File: src/rtl/kara_pkg.sv
// kara_pkg: state encoding, default width and latency helper for kara_mul_seq
package kara_pkg;
  localparam int KARA_W_DEF = 128;
  typedef enum logic [2:0] {IDLE, LOAD, PP_HH, PP_LL, PP_MID, COMBINE, DONE} state_t;
  function automatic int kara_lat(input int w);
    return 3 * (w / 2 + 2) + 2;
  endfunction
endpackage

File: src/rtl/kara_shift_mul.sv
// kara_shift_mul: unsigned MxM radix-2 shift-add multiplier, valid pulses M cycles after go
module kara_shift_mul #(
  parameter int M = 65
) (
  input  logic           clk,
  input  logic           rst_n,
  input  logic           go,
  input  logic [M-1:0]   a,
  input  logic [M-1:0]   b,
  output logic [2*M-1:0] p,
  output logic           valid
);
  localparam int CW = $clog2(M);
  logic [2*M-1:0] a_q, acc_q;
  logic [M-1:0]   b_q;
  logic [CW-1:0]  cnt_q;
  logic           valid_q;
  // go folds in the bit-0 partial product so the remaining M-1 steps finish exactly M cycles after go
  always_ff @(posedge clk or negedge rst_n)
    if (!rst_n) begin
      a_q     <= '0;
      acc_q   <= '0;
      b_q     <= '0;
      cnt_q   <= '0;
      valid_q <= 1'b0;
    end else begin
      valid_q <= 1'b0;
      if (go) begin
        acc_q <= b[0] ? {{M{1'b0}}, a} : '0;
        a_q   <= {{(M-1){1'b0}}, a, 1'b0};
        b_q   <= b >> 1;
        cnt_q <= CW'(M - 1);
      end else if (cnt_q != '0) begin
        acc_q   <= acc_q + (b_q[0] ? a_q : '0);
        a_q     <= a_q << 1;
        b_q     <= b_q >> 1;
        cnt_q   <= cnt_q - CW'(1);
        valid_q <= cnt_q == CW'(1);
      end
    end
  assign p     = acc_q;
  assign valid = valid_q;
endmodule

File: src/rtl/kara_mul_seq.sv
// kara_mul_seq: sequential Karatsuba WxW multiplier; KARA_SIGNED_EN adds two's-complement mode
module kara_mul_seq
  import kara_pkg::*;
#(
  parameter int W = KARA_W_DEF
) (
  input  logic           clk,
  input  logic           rst_n,
  input  logic           start,
`ifdef KARA_SIGNED_EN
  input  logic           signed_mode,
`endif
  input  logic [W-1:0]   x,
  input  logic [W-1:0]   y,
  output logic           busy,
  output logic           done,
  output logic [2*W-1:0] z
);
  localparam int H = W / 2;
  localparam int M = H + 1;
  state_t         state_q;
  logic [W-1:0]   x_q, y_q;
  logic [M-1:0]   sx_q, sy_q;
  logic [2*H-1:0] phh_q, pll_q;
  logic [2*M-1:0] pm_q;
  logic [2*W-1:0] z_q;
  logic           sm_q, sign_q, go_q, busy_q, done_q;
  logic           sm;
  logic [M-1:0]   mul_a, mul_b;
  logic [2*M-1:0] mul_p;
  logic           mul_v;
  logic [W-1:0]   mag_x, mag_y;
  logic [2*H+1:0] mid;
  logic [2*W-1:0] zsum;
`ifdef KARA_SIGNED_EN
  assign sm = signed_mode;
`else
  assign sm = 1'b0;
`endif
  // operand select for the shared sub-multiplier, magnitudes, and Karatsuba recombination (mod 2^2W)
  always_comb begin
    mul_a = state_q == PP_HH ? {1'b0, x_q[W-1:H]} : state_q == PP_LL ? {1'b0, x_q[H-1:0]} : sx_q;
    mul_b = state_q == PP_HH ? {1'b0, y_q[W-1:H]} : state_q == PP_LL ? {1'b0, y_q[H-1:0]} : sy_q;
    mag_x = (sm_q && x_q[W-1]) ? -x_q : x_q;
    mag_y = (sm_q && y_q[W-1]) ? -y_q : y_q;
    mid   = pm_q - {2'b00, phh_q} - {2'b00, pll_q};
    zsum  = {phh_q, {W{1'b0}}} + ({{(W-2){1'b0}}, mid} << H) + {{W{1'b0}}, pll_q};
  end
  kara_shift_mul #(.M(M)) u_mul (
    .clk  (clk),
    .rst_n(rst_n),
    .go   (go_q),
    .a    (mul_a),
    .b    (mul_b),
    .p    (mul_p),
    .valid(mul_v)
  );
  // control FSM: capture, split, three shared partial products, combine, one-cycle done
  always_ff @(posedge clk or negedge rst_n)
    if (!rst_n) begin
      state_q <= IDLE;
      x_q     <= '0;
      y_q     <= '0;
      sx_q    <= '0;
      sy_q    <= '0;
      phh_q   <= '0;
      pll_q   <= '0;
      pm_q    <= '0;
      z_q     <= '0;
      sm_q    <= 1'b0;
      sign_q  <= 1'b0;
      go_q    <= 1'b0;
      busy_q  <= 1'b0;
      done_q  <= 1'b0;
    end else begin
      go_q <= 1'b0;
      case (state_q)
        IDLE, DONE: begin
          done_q  <= 1'b0;
          busy_q  <= start;
          state_q <= start ? LOAD : IDLE;
          if (start) begin
            x_q  <= x;
            y_q  <= y;
            sm_q <= sm;
          end
        end
        LOAD: begin
          x_q     <= mag_x;
          y_q     <= mag_y;
          sign_q  <= sm_q & (x_q[W-1] ^ y_q[W-1]);
          sx_q    <= {1'b0, mag_x[W-1:H]} + {1'b0, mag_x[H-1:0]};
          sy_q    <= {1'b0, mag_y[W-1:H]} + {1'b0, mag_y[H-1:0]};
          go_q    <= 1'b1;
          state_q <= PP_HH;
        end
        PP_HH: if (mul_v) begin
          phh_q   <= mul_p[2*H-1:0];
          go_q    <= 1'b1;
          state_q <= PP_LL;
        end
        PP_LL: if (mul_v) begin
          pll_q   <= mul_p[2*H-1:0];
          go_q    <= 1'b1;
          state_q <= PP_MID;
        end
        PP_MID: if (mul_v) begin
          pm_q    <= mul_p;
          state_q <= COMBINE;
        end
        COMBINE: begin
          z_q     <= sign_q ? -zsum : zsum;
          done_q  <= 1'b1;
          state_q <= DONE;
        end
        default: state_q <= IDLE;
      endcase
    end
  assign busy = busy_q;
  assign done = done_q;
  assign z    = z_q;
endmodule
File: config.mk
export PLATFORM = sky130hd
export DESIGN_NAME = kara_mul_seq
export DESIGN_NICKNAME = d
export VERILOG_FILES = /design/src/rtl/kara_pkg.sv /design/src/rtl/kara_shift_mul.sv /design/src/rtl/kara_mul_seq.sv
export SDC_FILE = /design/constraint.sdc
export NUM_CORES = 2
export LEC_CHECK = 0
export CORE_ASPECT_RATIO = 0.75
export CORE_MARGIN = 2
export CORE_UTILIZATION = 40
export DETAILED_ROUTE_END_ITERATION = 10
export PLACE_DENSITY = 0.63
export RECOVER_POWER = 100
export SYNTH_ARGS = -nofsm -noshare
export SYNTH_HDL_FRONTEND = slang
export SYNTH_HIERARCHICAL = 1
export SYNTH_SLANG_ARGS = --single-unit
File: constraint.sdc
create_clock -name clk -period 7.2 [get_ports clk]
set_input_delay 0.72 -clock clk [delete_from_list [all_inputs] [get_ports clk]]
set_output_delay 0.72 -clock clk [all_outputs]
set_load 0.02 [all_outputs]
==> results.toml <==
[outcome]
status = "finished, violations left"
violations = "max-capacitance violations, max-slew violations, negative setup slack"

[floorplanning]
rows = 151
core_area_um2 = 226000
die_w_um = 555
io_pins = 517
fp.dieH_um = 417
fp.dieArea_um2 = 232000
start_util_pct = 40.3

[layout]
regArea_um2 = 34200
nFillCells = 20900
final_cell_mix = "buf_4, dfrtp_1, nand2_1"
final_layout_size_suffix_gt1_share_pct = 23.2
fin_util_pct = 52.0
nets = 12600
multi_input_area_um2 = 56100
layout_commonest_cell = "buf_4"
area_growth_syn_to_layout_pct = 29.1

[drt]
drt-total-wl_um = 378000
routedWlPerCell_um = 25.5
vias = 84800
route.detailed.drc = 0
first_pass_iters = 7
viasPerCell = 5.73
drt-initial-drc-count = 9066
ant_nets = 0

[worst_setup_path]
path_buf_inv = 11
end_kind = "flip-flop"
critPathMaxFanout = 6
cp_top_family = "compound AO/OA/AOI/OAI gates"
crit_required_ns = 7.89
crit_path_frequent_cell = "buf_6"
critPathKind = "reg -> reg"
worstPathArrival_ns = 8.45
cp-start-kind = "flip-flop"
critPathMaxStageDelay_ns = 0.55
cp.depth = 40
cp_slowest_cell = "fa_1"
worstRegToRegCells = 40

[synth]
synth_nets = 11000
synthCells = 10100
avgSynthCellArea_um2 = 9.04
ys_seq_elements = 1365
async_reset_ff_share_pct = 100
synth_edf_count = 0
ys_seq_area_share_pct = 37.5
synth_warnings = 6
ys.flop_type = "dfrtp_1"
synthTopCellsByArea = "dfrtp_1, ha_1, o21ai_0, mux2_2, nand2_1"
netlist_area_um2 = 91100
ys_types = 115
synth.top_cell.area_share_pct = 37.5
synth_top_cell_by_area = "dfrtp_1"

[global_routing]
grt_pass1_vias = 81200
gr-usage-all-layers_pct = 31.9
grt_pass1_wl_um = 551000
grt_max_degree = 229
gr-total-overflow = 0
antenna_found_initial = 30

[timing]
maxSlewHeadroom_pct = -216
slew_violations = 2088
hold_viol = 0
setup_ws_ns = -0.562
finalCritPeriodShare_pct = 108
holdWs_ns = 0.457
setup_violations = 86
fin_worst_skew_ns = 0.0817
worstMarginPinSlew_ns = 4.74
rsz0062_at_grt = "true"
fin_crit_ns = 7.76
fmax_mhz = 129

[placed_design]
dpl.hpwl_um = 306000
place_congestion = 1.04
io_buffers = 516

[clock_tree]
cts_made_buffers = 158
path_clk_slew_ns = 0.07
insertion_delay_ns = 0.86
clock_sinks = 1365
cts_max_level = 4
clock_path_buffers = 4
cts_tree = "done"
cts-root-buf = "clkbuf_16"

[min_path]
hold_path.class = "in -> reg"
min_path_cells = 2

[power]
power_density_nw_per_um2 = 177
total_leakage_power_nw = 56.0
irDropWorstVdd_uv = 184
p_total_mw = 20.8

[job]
drv_cap = 23
[synthesized netlist by cell type, drive strengths merged, types with 257 or more instances]
library cell	number
o21ai	1225
mux2i	257
a21o	317
ha	539
nor2	450
mux2	516
clkbuf	519
a21oi	748
nand2	1353
dfrtp	1365
xnor2	349
inv	421
[where the power goes]
group / leakage [nW] / total [mW] / internal [mW] / switching (mW)
Sequential: 18.2 / 9.32 / 8.17 / 1.15
Combinational: 35.2 / 3.15 / 1.21 / 1.94
Clock: 2.56 / 8.34 / 4.91 / 3.43
Total: 56.0 / 20.8 / 14.3 / 6.51
[routing by layer]
| metal | global-route usage [%] | up-vias | wire length [um] |
|---|---|---|---|
| met1 | 49.2 | 41900 | 181000 |
| met2 | 44.4 | 3331 | 151000 |
| li1 | - | 39000 | - |
| met5 | 0 | - | 76 |
| met4 | 8.67 | 12 | 12300 |
| met3 | 6.49 | 473 | 33500 |
[layout make-up]
class	count	share of cell area, %
antenna	11	0.0234
clock buffer	209	3.78
clock inverter	58	0.653
inverter	422	1.35
multi-input combinational	7726	47.7
sequential	1365	29.0
tap	2983	3.17
timing repair buffer	2032	14.3
[state kept, by name, indices dropped and copies added, names as in the netlist, 128 cells and up]
name / cells
z: 256
pm_q: 130
u_mul/p: 130
u_mul/a_q: 129
phh_q: 128
pll_q: 128
x_q: 128
y_q: 128
[worst paths after layout]
check / startpoint / to / slack (ns)
max: pm_q[0] / z[226] / -0.56
min reg2reg: z[51] / z[51] / 0.47
min in group asynchronous: rst_n / z[23] / 1.66
min: y[5] / y_q[5] / 0.46
max reg2reg: pm_q[0] / z[226] / -0.56
max in group asynchronous: rst_n / x_q[19] / 0.63
[through the flow]
stage | worst slack (ns) | setup TNS (ns) | cell area [um^2] | instances
CTS | -0.438 | -16.50 | 116000 | 14800
floorplan | -0.0116 | -0.0116 | 91200 | 10100
global route | -0.751 | -159.26 | 118000 | 14800
finish | -0.562 | -24.99 | 118000 | 14800
global placement | -1.19 | -91.64 | 109000 | 14400
detailed placement | -1.30 | -105.41 | 109000 | 14400
[logic make-up after synthesis]
family,Yosys count,synth area share (%)
adders and majority gates,671,10.3
buffers and inverters,984,4.21
AOI/OAI and AO/OA,3019,19.9
DFF,1365,37.5
and+or+nand+nor,2705,13.5
muxes,773,9.21
xor gates and xnor gates,558,5.36
[what timing repair did]
action | CTS | global route
hold buffers | 1 | 0
resized for setup | 305 | 333
pin swaps | 107 | 163
setup endpoints to repair | 128 | 128
setup buffers | 62 | 53
endpoints found under the hold margin | 111 | 0
No activity file was read; power rests on OpenSTA's default activity.
